File: src/rtl/imm_encoder.sv
// Two-stage immediate encoder: inserts a 32-bit immediate into an RV32 instruction word
// using the inverse of the core's extraction mapping, with range/alignment/format flags.
module imm_encoder (
    input  logic        clock,
    input  logic        nReset,
    input  logic        in_valid,
    output logic        in_ready,
    input  logic [31:0] value,
    input  logic [2:0]  fmt,
    input  logic [31:0] base,
    output logic        out_valid,
    input  logic        out_ready,
    output logic [31:0] instr,
    output logic        err_range,
    output logic        err_align,
    output logic        err_fmt,
    output logic [15:0] word_count,
    output logic [7:0]  err_count
);

    // Stage 1: registered request
    logic        v1_q, v1_d;
    logic [31:0] value1_q, value1_d;
    logic [2:0]  fmt1_q, fmt1_d;
    logic [31:0] base1_q, base1_d;

    // Stage 2: registered encoded word and flags
    logic        v2_q, v2_d;
    logic [31:0] instr_q, instr_d;
    logic        err_range_q, err_range_d;
    logic        err_align_q, err_align_d;
    logic        err_fmt_q, err_fmt_d;

    logic [15:0] word_count_q, word_count_d;
    logic [7:0]  err_count_q, err_count_d;

    logic        adv1, adv2, out_hs;
    logic [31:0] enc_instr;
    logic        enc_range, enc_align, enc_fmt;
    logic        sext_11, sext_12, sext_18;

    // Handshake control; in_ready also forced low while reset is held
    always_comb begin
        adv2     = !v2_q || out_ready;
        adv1     = !v1_q || adv2;
        in_ready = nReset && adv1;
        out_hs   = v2_q && out_ready;
    end

    // Encode the stage-1 request: bit scatter plus representability checks
    always_comb begin
        sext_11   = (&value1_q[31:11]) || !(|value1_q[31:11]);
        sext_12   = (&value1_q[31:12]) || !(|value1_q[31:12]);
        sext_18   = (&value1_q[31:18]) || !(|value1_q[31:18]);
        enc_instr = base1_q;
        enc_range = 1'b0;
        enc_align = 1'b0;
        enc_fmt   = 1'b0;
        case (fmt1_q)
            3'b000: begin
                enc_instr[31:20] = value1_q[11:0];
                enc_range        = !sext_11;
            end
            3'b001: begin
                enc_instr[31:20] = value1_q[11:0];
                enc_range        = |value1_q[31:12];
            end
            3'b010: begin
                enc_instr[31:25] = value1_q[11:5];
                enc_instr[11:7]  = value1_q[4:0];
                enc_range        = !sext_11;
            end
            3'b100: begin
                enc_instr[31]    = value1_q[12];
                enc_instr[7]     = value1_q[11];
                enc_instr[30:25] = value1_q[10:5];
                enc_instr[11:8]  = value1_q[4:1];
                enc_range        = !sext_12;
                enc_align        = value1_q[0];
            end
            3'b101: begin
                enc_instr[31]    = value1_q[18];
                enc_instr[20:14] = value1_q[17:11];
                enc_instr[30:21] = value1_q[10:1];
                enc_range        = !sext_18;
                enc_align        = value1_q[0];
            end
            3'b110: begin
                enc_instr[31:12] = value1_q[31:12];
                enc_align        = |value1_q[11:0];
            end
            default: begin
                enc_fmt = 1'b1;
            end
        endcase
    end

    // Next-state for both pipeline stages and the handshake counters
    always_comb begin
        v1_d         = v1_q;
        value1_d     = value1_q;
        fmt1_d       = fmt1_q;
        base1_d      = base1_q;
        v2_d         = v2_q;
        instr_d      = instr_q;
        err_range_d  = err_range_q;
        err_align_d  = err_align_q;
        err_fmt_d    = err_fmt_q;
        word_count_d = word_count_q;
        err_count_d  = err_count_q;
        if (adv1) begin
            v1_d = in_valid;
            if (in_valid) begin
                value1_d = value;
                fmt1_d   = fmt;
                base1_d  = base;
            end
        end
        if (adv2) begin
            v2_d = v1_q;
            if (v1_q) begin
                instr_d     = enc_instr;
                err_range_d = enc_range;
                err_align_d = enc_align;
                err_fmt_d   = enc_fmt;
            end
        end
        if (out_hs) begin
            word_count_d = word_count_q + 16'd1;
            if ((err_range_q || err_align_q || err_fmt_q) && err_count_q != 8'hFF) begin
                err_count_d = err_count_q + 8'd1;
            end
        end
    end

    // State registers with synchronous active-low reset
    always_ff @(posedge clock) begin
        if (!nReset) begin
            v1_q         <= 1'b0;
            value1_q     <= '0;
            fmt1_q       <= '0;
            base1_q      <= '0;
            v2_q         <= 1'b0;
            instr_q      <= '0;
            err_range_q  <= 1'b0;
            err_align_q  <= 1'b0;
            err_fmt_q    <= 1'b0;
            word_count_q <= '0;
            err_count_q  <= '0;
        end else begin
            v1_q         <= v1_d;
            value1_q     <= value1_d;
            fmt1_q       <= fmt1_d;
            base1_q      <= base1_d;
            v2_q         <= v2_d;
            instr_q      <= instr_d;
            err_range_q  <= err_range_d;
            err_align_q  <= err_align_d;
            err_fmt_q    <= err_fmt_d;
            word_count_q <= word_count_d;
            err_count_q  <= err_count_d;
        end
    end

    // Outputs come straight from stage 2
    always_comb begin
        out_valid  = v2_q;
        instr      = instr_q;
        err_range  = err_range_q;
        err_align  = err_align_q;
        err_fmt    = err_fmt_q;
        word_count = word_count_q;
        err_count  = err_count_q;
    end

endmodule

File: config.mk
export PLATFORM = sky130hd
export DESIGN_NAME = imm_encoder
export DESIGN_NICKNAME = d
export VERILOG_FILES = /design/src/rtl/imm_encoder.sv
export SDC_FILE = /design/constraint.sdc
export NUM_CORES = 1
export LEC_CHECK = 0
export CAP_MARGIN = 40
export CORE_MARGIN = 4
export CORE_UTILIZATION = 50
export DETAILED_ROUTE_END_ITERATION = 6
export PLACE_DENSITY = 0.8
export SYNTH_ARGS = -nofsm -noshare
export SYNTH_HDL_FRONTEND = slang
export SYNTH_SLANG_ARGS = --single-unit
File: constraint.sdc
create_clock -name clock -period 1.7 [get_ports clock]
set_input_delay 0.17 -clock clock [delete_from_list [all_inputs] [get_ports clock]]
set_output_delay 0.17 -clock clock [all_outputs]
set_load 0.02 [all_outputs]
Word-level counts from Yosys, hierarchy flattened
Cells that the tools add are included.

Equal/unequal tests: 6. Multiplexer cells: 8. Reduce and logical (&&, ||, !) cells: 34. $add $sub $neg: 2.

Operators by type and width (number): case mux 7 bit (4 select lines) (1); AND reduction 21 bit (1); OR reduction 21 bit (1); AND reduction 20 bit (1); OR reduction 20 bit (1); adder 16 x 1 -> 16 bit, second input constant (1); case mux 5 bit (3 select lines) (1); AND reduction 14 bit (1); OR reduction 14 bit (1); case mux 6 bit (2 select lines) (1); OR reduction 12 bit (1); case mux 5 bit (2 select lines) (1); == test 3 bit, second input constant (3); adder 8 x 1 -> 8 bit, second input constant (1); zero test 1 bit (8); != test 8 bit, second input constant (1); logical OR 1 bit (7); AND reduction 2 bit (3); OR reduction 2 bit (3); OR reduction 6 bit (1); case mux 1 bit (4 select lines) (1); == test 3 x 1 -> 1 bit, second input constant (1); == test 3 x 2 -> 1 bit, second input constant (1); logical AND 1 bit (3); 5 further kinds (5).

Logic and storage cells: 61. Output and inout port bits: 61. Bits in registers: 128.

Logic depth before layout (Yosys ltp)
Gate-level depths: netlist of run 1.

Depth after elaboration: 5. Depth in mapped cells: 8. Gate-level depth less buffers: 6.

Worst setup path after synthesis of run 1
OpenSTA, ideal clock, no wires.

Path kind: register to register. From: register word_count_q[6] (netlist: word_count[6]). To: register word_count_q[15] (netlist: word_count[15]). Setup time: 115 ps. Path slack: 73 ps. Required time: 1585 ps. Path buffers: 1. Arrival time: 1512 ps. Cell stages (with the launch flop): 7. Cell sequence: dfxtp_1 -> nand3_2 -> or3_1 -> buf_6 -> nor4_4 -> xor2_1 -> and2_1.

Longest elaborated chain between the ends: 1.

Ends and longest elaborated chain: start, declared (RTL line 34) `logic [15:0] word_count_q, word_count_d;`; start signal, assigned (RTL line 160) `word_count_q <= word_count_d;`; adder 16 x 1 -> 16 bit (RTL line 129) `word_count_d = word_count_q + 16'd1;`.

Every way passes these cells. A chain may end at the register's enable or synchronous reset.

Worst setup path after layout of run 1
From: register instr_q[30] (netlist: instr[30]). To: output instr[30].

RTL lines: start, declared (RTL line 29) `logic [31:0] instr_q, instr_d;`; start signal, assigned (RTL line 156) `instr_q <= instr_d;`; end, declared (RTL line 13) `output logic [31:0] instr,`.

No word-level cell between the ends.

==> results.sh, run 1 <==
export IMPL_initial_core_util_pct=51.1
export IMPL_grt_usage_pct=22.7
export IMPL_max_stage_delay_ns=0.62
export IMPL_async_flop_share_pct=0
export IMPL_nets=881
export IMPL_dp_cells=929
export IMPL_yosysWarnings=0
export IMPL_syn_avg_cell_area_sq_um=8.35
export IMPL_io_pins=132
export IMPL_die_x_um=113
export IMPL_grt_max_degree=106
export IMPL_crit_chain="clkdlybuf4s50_1"
export IMPL_first_pass_iters=6
export IMPL_ys_types=48
export IMPL_cap_violations=0
export IMPL_synth_seq_cells=128
export IMPL_drt_wl_total_um=14700
export IMPL_worstMarginPinSlew_ns=0.441
export IMPL_wire_per_inst_um=15.3
export IMPL_clock_skew_ns=0.0165
export IMPL_p_per_area_nw_per_um2=1010
export IMPL_numCtsBuffers=17
export IMPL_yosysTopAreaCell="dfxtp_1"
export IMPL_num_fill_cells=811
export IMPL_post_cts_setup_buffers=0
export IMPL_grt_pass1_wl_um=23900
export IMPL_final_cell_count_no_fill=961
export IMPL_synthFlopType="dfxtp_1"
export IMPL_fin_ws_ns=0.0389
export IMPL_cts_tree="yes"
export IMPL_p_total_uw=7900
export IMPL_cp_arrival_ns=1.49
export IMPL_crit_path_start_kind="flop"
export IMPL_ctsRootBufferMaster="clkbuf_8"
export IMPL_path_max_fanout=2
export IMPL_dp_hpwl_um=10700
export IMPL_finalCritPeriodShare_pct=97.7
export IMPL_numPortBuffers=131
export IMPL_synthesis_area_sq_um=5560
export IMPL_worst_path_buf_inv=1
export IMPL_gp_congestion=0.866
export IMPL_layout_drive_gt1_share_pct=10.8
export IMPL_hold_viol_final=0
export IMPL_final_cell_area_sq_um=7840
export IMPL_numClockSinks=128
export IMPL_h_tree_depth=4
export IMPL_dieArea_sq_um=12900
export IMPL_crit_family="buffers and inverters"
export IMPL_setup_viol=0
export IMPL_tns_ns=0
export IMPL_critPathKind="flop to primary output"
export IMPL_max_freq_mhz=602
export IMPL_rsz0062_at_grt="no"
export IMPL_overflow=0
export IMPL_placed_cell_area_sq_um=7220
export IMPL_cp_end_kind="primary output"
export IMPL_seq_area_frac_synth_pct=46.1
export IMPL_vias=5134
export IMPL_antenna_found_initial=0
export IMPL_crit_path_top_delay_cell="clkdlybuf4s50_1"
export IMPL_core_sq_um=10900
export IMPL_period_needed_ns=1.66
export IMPL_slew_limit_headroom_pct=70.6
export IMPL_grt_pass1_vias=5158
export IMPL_clk_path_buf_depth=2
export IMPL_leakage_uw=0.00324
export IMPL_irDropWorstVdd_uv=503
export IMPL_ant_nets=0
export IMPL_drc=0
export IMPL_path_clk_slew_ns=0.06
export IMPL_synth_edf_count=0
export IMPL_pre_cts_ws_ns=-0.124
export IMPL_drv_slew=0
export IMPL_synth_nets=739
export IMPL_synth_area_leaders="dfxtp_1 46%, nand2_1 13%, a21boi_0 6.3%, a21boi_1 4.7%, o21ai_0 2.8%"
export IMPL_rows=38
export IMPL_status="completed"
export IMPL_clock_latency_ns=0.52
export IMPL_synth_top_area_share_pct=46.1
export IMPL_hold_path_class="input port to flop"
export IMPL_cp_required_ns=1.53
export IMPL_routed_via_density=5.34
export IMPL_diodes=0
export IMPL_initialDrtViolationCount=401
export IMPL_area_growth_pct=40.9
export IMPL_die_h_um=113
export IMPL_synth_cells=666
-- per-stage QoR --
step           utilization (%)  hold slack, ns
3_5_place_dp              66.3           0.456
2_1_floorplan                -           0.305
4_1_cts                   71.8           0.189
6_report                  72.0           0.199
3_3_place_gp              66.3           0.445
5_1_grt                   72.0           0.199
-- metal layers --
layer  part of all wire, %  track usage, %  vias up  wire [um]
li1                      -               -     2560          -
met1                    41            27.1     2373       6070
met2                    51            39.7      168       7410
met3                   5.8            4.56       33        853
met4                   2.3            9.54        0        341
met5                     0               0        -          0
-- cell type report --
class,count,area (sq um),area share [%]
clock buffers,20,435,5.55
inverters,7,26.3,0.335
clock inverters,12,183,2.33
multi-input cells,483,2780,35.5
well taps,140,175,2.23
flip-flops and latches,128,2560,32.7
repair buffers,171,1670,21.3
-- cell usage after synthesis (4+ instances only) --
| library cell | number |
|---|---|
| a221oi_1 | 6 |
| nand3_1 | 9 |
| mux2i_1 | 10 |
| nor2_1 | 14 |
| xor2_1 | 9 |
| inv_1 | 6 |
| o21ai_0 | 31 |
| xnor2_1 | 11 |
| nand4_1 | 10 |
| a31oi_1 | 9 |
| nand2_1 | 186 |
| a21boi_1 | 35 |
| nor4_1 | 8 |
| nor3_1 | 10 |
| o211a_1 | 6 |
| dfxtp_1 | 128 |
| clkbuf_1 | 26 |
| and2_1 | 22 |
| buf_2 | 17 |
| a22oi_1 | 7 |
| a21oi_1 | 18 |
| or3_1 | 7 |
| a21boi_0 | 47 |
| nor2b_1 | 4 |
-- state kept, by name, summed over array words and instances, names as in the netlist --
| name | flops |
|---|---|
| base1_q | 32 |
| instr | 32 |
| value1_q | 32 |
| word_count | 16 |
| err_count | 8 |
| fmt1_q | 3 |
| err_align | 1 |
| err_fmt | 1 |
| err_range | 1 |
| out_valid | 1 |
| v1_q | 1 |
-- cell usage in the layout (no fill, tap or decap), types with 2 or more instances in the layout --
cell type	n
a21boi_1	35
nand2b_1	2
nor3_2	3
nor2_1	14
nor4_2	2
clkdlybuf4s50_1	101
o211a_1	6
ha_1	2
dfxtp_1	127
a21boi_0	47
inv_1	6
nand4_1	10
xnor2_1	11
clkbuf_8	2
o21ai_0	31
buf_12	7
a221oi_1	6
and2_1	21
clkinvlp_4	3
buf_4	33
clkinv_4	2
buf_2	2
clkbuf_1	2
inv_6	2
nand2_1	185
nor3_1	10
nor4_1	6
mux2i_1	10
dlymetal6s2s_1	5
a21oi_1	18
or3_1	6
clkbuf_16	16
nand3_1	9
xor2_1	9
a22oi_1	7
a31oi_1	9
nor2b_1	3
bufinv_16	4
dlygate4sd2_1	23
-- worst paths after layout --
path / end / slack [ns] / cells after the start / startpoint
setup / recovery: instr[30] / 0.04 / 1 / instr[30]
hold / removal: value1_q[13] / 0.20 / 3 / value[13]
setup reg to reg: err_range / 0.06 / 5 / value1_q[26]
hold reg to reg: base1_q[5] / 0.46 / 2 / base1_q[5]
-- logic make-up (layout without fill, tap and decap cells) --
group,after synthesis,count (layout),share of synthesized area (%)
and+or+nand+nor,283,283,23.2
xor gates and xnor gates,20,20,3.15
adders and majority gates,2,2,0.450
buffers and inverters,55,210,4.43
DFF,128,128,46.1
muxes,10,10,1.80
AOI/OAI and AO/OA,168,168,20.9
-- what timing repair did --
item | CTS | global route
resized for setup | 28 | 8
setup endpoints to repair | 25 | 10
hold buffers | 0 | 0
-- where the power goes --
part	internal [uW]	leakage (uW)	total (uW)	switching (uW)
registers	3140	0.00105	3250	111
clock network	2430	0.000292	3770	1340
logic	460	0.00190	885	425
total	6030	0.00324	7900	1870
(Power assumes the default switching activity.)
==> inputs of run 2 (changes only) <==
- CTS_CLUSTER_DIAMETER: default -> 60
==> results of run 2 <==
Same layout as run 1: the final DEF is identical, and so are final timing and power.
